===== config.mk =====
export PLATFORM = sky130hd
export DESIGN_NAME = egress_scheduler
export DESIGN_NICKNAME = d
export VERILOG_FILES = /design/src/rtl/egress_scheduler.sv
export SDC_FILE = /design/constraint.sdc
export NUM_CORES = 1
export LEC_CHECK = 0
export BUFFER_PORTS_ARGS = -buffer_cell sky130_fd_sc_hd__buf_2
export CAP_MARGIN = 20
export CORE_MARGIN = 4
export CORE_UTILIZATION = 47
export CTS_CLUSTER_DIAMETER = 150
export DETAILED_ROUTE_END_ITERATION = 8
export PLACE_DENSITY = 0.8
export SYNTH_ARGS = -nofsm -noshare
export SYNTH_HDL_FRONTEND = slang
export SYNTH_SLANG_ARGS = --single-unit

===== constraint.sdc =====
create_clock -name clk -period 2.3 [get_ports clk]
set_clock_uncertainty 0.1 [all_clocks]
set_input_delay 0.46 -clock clk [delete_from_list [all_inputs] [get_ports clk]]
set_output_delay 0.46 -clock clk [all_outputs]
set_load 0.01 [all_outputs]

===== src/rtl/egress_scheduler.sv =====
// egress_scheduler: weighted round-robin pop arbiter for four class FIFOs feeding one egress port.
// Ports: clk, reset_L (async active-low); init loads weight0..3 and restarts arbitration;
// fifo_empty0..3 / data_in0..3 / valid0..3 come from the FIFOs; out_ready gates popping;
// pop0..3 are one-hot read strobes; data_out/ch_out/valid_out form the egress port; idle flags quiescence.
module egress_scheduler #(
  parameter int DATA_SIZE = 12,
  parameter int WEIGHT_W  = 3
) (
  input  logic                 clk,
  input  logic                 reset_L,
  input  logic                 init,
  input  logic [WEIGHT_W-1:0]  weight0,
  input  logic [WEIGHT_W-1:0]  weight1,
  input  logic [WEIGHT_W-1:0]  weight2,
  input  logic [WEIGHT_W-1:0]  weight3,
  input  logic                 fifo_empty0,
  input  logic                 fifo_empty1,
  input  logic                 fifo_empty2,
  input  logic                 fifo_empty3,
  input  logic [DATA_SIZE-1:0] data_in0,
  input  logic [DATA_SIZE-1:0] data_in1,
  input  logic [DATA_SIZE-1:0] data_in2,
  input  logic [DATA_SIZE-1:0] data_in3,
  input  logic                 valid0,
  input  logic                 valid1,
  input  logic                 valid2,
  input  logic                 valid3,
  input  logic                 out_ready,
  output logic                 pop0,
  output logic                 pop1,
  output logic                 pop2,
  output logic                 pop3,
  output logic [DATA_SIZE-1:0] data_out,
  output logic                 valid_out,
  output logic [1:0]           ch_out,
  output logic                 idle
);
  typedef enum logic {IDLE, RUN} state_t;
  state_t state_q, state_d;
  logic [1:0] ptr_q, ptr_d, inflight_ch_q, ch_out_q, sel, idx, pop_ch;
  logic [WEIGHT_W-1:0] credit_q, credit_d;
  logic [WEIGHT_W-1:0] w_q [4];
  logic [DATA_SIZE-1:0] data_out_q;
  logic [DATA_SIZE-1:0] din [4];
  logic [3:0] empty, valid, pop;
  logic inflight_v_q, valid_out_q, found, stay, pop_v, emit;
  assign empty = {fifo_empty3, fifo_empty2, fifo_empty1, fifo_empty0};
  assign valid = {valid3, valid2, valid1, valid0};
  assign din = '{data_in0, data_in1, data_in2, data_in3};
  always_comb begin
    sel = ptr_q;
    idx = ptr_q;
    found = 1'b0;
    // scan backwards so the nearest non-empty channel after ptr wins; k=4 wraps back to ptr itself
    for (int k = 4; k >= 1; k--) begin
      idx = ptr_q + 2'(k);
      if (!empty[idx]) begin
        sel = idx;
        found = 1'b1;
      end
    end
    stay = !empty[ptr_q] && credit_q != '0;
    pop_v = state_q == RUN && !init && out_ready && (stay || found);
    pop_ch = stay ? ptr_q : sel;
    pop = pop_v ? 4'b0001 << pop_ch : 4'b0000;
    state_d = init ? RUN : state_q;
    ptr_d = init ? 2'd3 : (pop_v && !stay) ? sel : ptr_q;
    // a fresh quantum grants weight-1 further pops; weight 0 behaves as weight 1
    credit_d = init ? '0 : !pop_v ? credit_q : stay ? credit_q - WEIGHT_W'(1) :
               (w_q[sel] == '0 ? '0 : w_q[sel] - WEIGHT_W'(1));
  end
  assign emit = inflight_v_q && valid[inflight_ch_q];
  always_ff @(posedge clk or negedge reset_L) begin
    if (!reset_L) begin
      state_q <= IDLE;
      ptr_q <= '0;
      credit_q <= '0;
      w_q <= '{default: '0};
      inflight_v_q <= 1'b0;
      inflight_ch_q <= '0;
      valid_out_q <= 1'b0;
      data_out_q <= '0;
      ch_out_q <= '0;
    end else begin
      state_q <= state_d;
      ptr_q <= ptr_d;
      credit_q <= credit_d;
      if (init) w_q <= '{weight0, weight1, weight2, weight3};
      inflight_v_q <= pop_v;
      inflight_ch_q <= pop_ch;
      valid_out_q <= emit;
      if (emit) begin
        data_out_q <= din[inflight_ch_q];
        ch_out_q <= inflight_ch_q;
      end
    end
  end
  assign {pop3, pop2, pop1, pop0} = pop;
  assign data_out = data_out_q;
  assign ch_out = ch_out_q;
  assign valid_out = valid_out_q;
  assign idle = state_q == IDLE || (&empty && !inflight_v_q && !valid_out_q);
endmodule


==> flow_summary.toml <==
[cts]
clockBufferDepth = 2
cts_tree = "built"
cts_sinks = 36
cts_made_buffers = 5
h-tree-depth = 2
clkTransAtPathRegs_ps = 70
cts_root_buffer = "clkbuf_8"
insertion_delay_ps = 280
holdBufCountCts = 0

[logic_synthesis]
netlist_instances = 163
postSynthAreaPerCell_um2 = 12.7
netlist_area_um2 = 2070
syn-num-nets = 239
synth_edf_count = 0
seq_area_frac_synth_pct = 43.4
ys_seq_elements = 36
async_flop_share_pct = 100
synth_warnings = 0
netlist-cell-type-count = 37
synth_top_flop_cell = "dfrtp_1"

[cells_and_area]
post-route-util_pct = 74.6
antennaDiodeCount = 0
layout-drive-gt1-share_pct = 69.8
nets = 361
final_cells = 335
syn_to_final_growth_pct = 49.0

[place]
place_hpwl_mm = 3.85
port_buffers = 91
preCtsSetupSlack_ps = -64.3
dp.cells = 310
globalplace.congestion = 0.812

[detailed_routing]
drt_iter0_drc = 39
via_count = 1762
viasPerCell = 5.26
drtAntennaViolNets = 0
drc_errors = 0
drt-pass1-iter-count = 4
drt-total-wl_mm = 5.42
drt-wirelength-per-cell_um = 16.2

[floorplanning]
die_height_um = 74.4
die_w_um = 74.4
ioPinCount = 92
fp-row-count = 23
fp.coreArea_um2 = 4140
die-area_um2 = 5540
start_util_pct = 50.1

[setup_path]
cp_data_arrival_time_ps = 2000
start_kind = "register"
required_ps = 1740
crit_path_max_incr_delay_ps = 390
cp-end-kind = "output pin"
cpMostUsedCell = "nor2b_4"
criticalPathCategory = "reg2out"
crit_path_top_delay_cell = "dfrtp_1"
worstPathMaxFanout = 2
crit_chain = "inv_2 -> ha_4 -> nor2b_4 -> nand3b_1 -> nor2b_4 -> mux2i_4 -> buf_4 -> nor2_1 -> buf_2"

[timing]
fmax_mhz = 391
relSlewSlack_pct = 47.1
hold_viol = 0
timing.setup.tns_ps = -990
setup_viol = 4
rsz0062_at_grt = "yes"
fin_ws_ps = -257
tightest_slew_ps = 793
min_period_ps = 2560
fin_crit_sh_pct = 111
drv_slew = 0

[pwr]
power.total_uw = 2880
max-vdd-ir-drop_uv = 516
leakage_uw = 0.00150
power_density_nw_per_um2 = 931

[global_route]
antenna_found_initial = 0
overflow = 0
grtUsageMet3_pct = 4.86
grt.busiest_layer = "met2"
met1_usage_pct = 22.0
gr-usage-all-layers_pct = 19.0
grt_max_degree = 37
grt_util_met2_pct = 33.4
grt_pass1_wl_mm = 7.97
grt_pass1_vias = 1806

[run_status]
outcome = "finished, violations left"
violations = "negative setup slack"

[run]
drv_cap = 0

[min_path]
min_path_type = "in2async"
path summary, 6_finish.rpt:
path,startpoint,to,slack (ps),depth (start not counted)
worst max-delay path,credit_q[0],pop3,-260,9
worst min-delay path,reset_L,w_q[8],160,1
worst max register to register,ptr_q[0],credit_q[0],10,12
worst min register to register,ch_out[0],ch_out[0],370,2
max in group asynchronous,reset_L,ptr_q[1],1380,1
min in group clk,weight1[2],w_q[8],300,2
power by group:
part / total (uW) / switching [uW] / internal (uW)
Combinational: 1470 / 622 / 844
Sequential: 932 / 114 / 818
Clock: 478 / 211 / 267
synth_stat cells, drive strengths merged, types with 2 or more instances:
| master | n | area share [%] |
|---|---|---|
| a21oi | 3 | 0.72 |
| buf | 6 | 1.9 |
| clkbuf | 3 | 0.54 |
| dfrtp | 36 | 43 |
| ha | 4 | 2.4 |
| inv | 10 | 1.8 |
| mux2 | 25 | 14 |
| mux2i | 13 | 7.1 |
| mux4 | 13 | 14 |
| nand2 | 12 | 2.2 |
| nand2b | 3 | 0.90 |
| nand3b | 2 | 0.72 |
| nor2 | 9 | 1.6 |
| nor2b | 4 | 1.2 |
| o21ai | 4 | 0.96 |
kinds of logic (layout without fill, tap and decap cells):
kind of cell | Yosys count | in the layout | synth area share, %
mux | 51 | 51 | 34.7
simple gates | 37 | 37 | 8.81
buf+inv | 19 | 141 | 4.22
compound gates | 16 | 16 | 6.39
fa+ha+maj | 4 | 4 | 2.41
flops | 36 | 36 | 43.4
sequential cells by signal, indices dropped and copies added (netlist names), 2 cells and up:
signal         flops
data_out          12
w_q               12
credit_q           3
ch_out             2
inflight_ch_q      2
ptr_q              2
layer usage:
layer / up-vias / share of wire (%)
met5: - / 0
met4: 0 / 2.0
met3: 9 / 5.1
met2: 55 / 56
met1: 861 / 37
li1: 837 / -
layout by cell type, fill, tap and decap left out, types with 2 or more instances in the layout:
cell,n
buf_2,91
dfrtp_1,34
buf_4,25
mux2_2,24
mux4_2,13
nand2_1,12
inv_1,7
nor2_1,7
clkbuf_8,7
mux2i_1,6
buf_6,5
mux2i_2,4
mux2i_4,3
o21ai_1,3
inv_2,3
buf_12,3
a21oi_2,2
nor2b_1,2
nand2b_4,2
nor2b_4,2
nand3b_1,2
ha_4,2
dfrtp_2,2
cell type report:
type / count / area, um^2
clock buffer: 7 / 96.3
fill: 290 / 1050
inverter: 10 / 37.5
multi-input combinational: 108 / 1230
sequential: 36 / 903
tap: 50 / 62.6
timing repair buffer: 124 / 759
metrics by stage:
step	area, um^2	hold WS, ps
3_3_place_gp	2680	356
3_5_place_dp	2680	357
4_1_cts	2940	178
2_1_floorplan	2070	64.4
5_1_grt	3090	215
6_report	3090	156
repair_timing:
item | in CTS | in global routing
pin swaps | 5 | 3
gates resized for setup | 15 | 24
endpoints found under the setup margin | 4 | 7
setup buffers | 12 | 8
critical path, delay by kind of cell, from the launching register on:
family / cells / cell delay, ps
and+or+nand+nor: 4 / 570
muxes: 1 / 260
adders and majority gates: 1 / 130
buffers and inverters: 3 / 360
DFF: 1 / 390
Power figures use the tool's default switching activity.
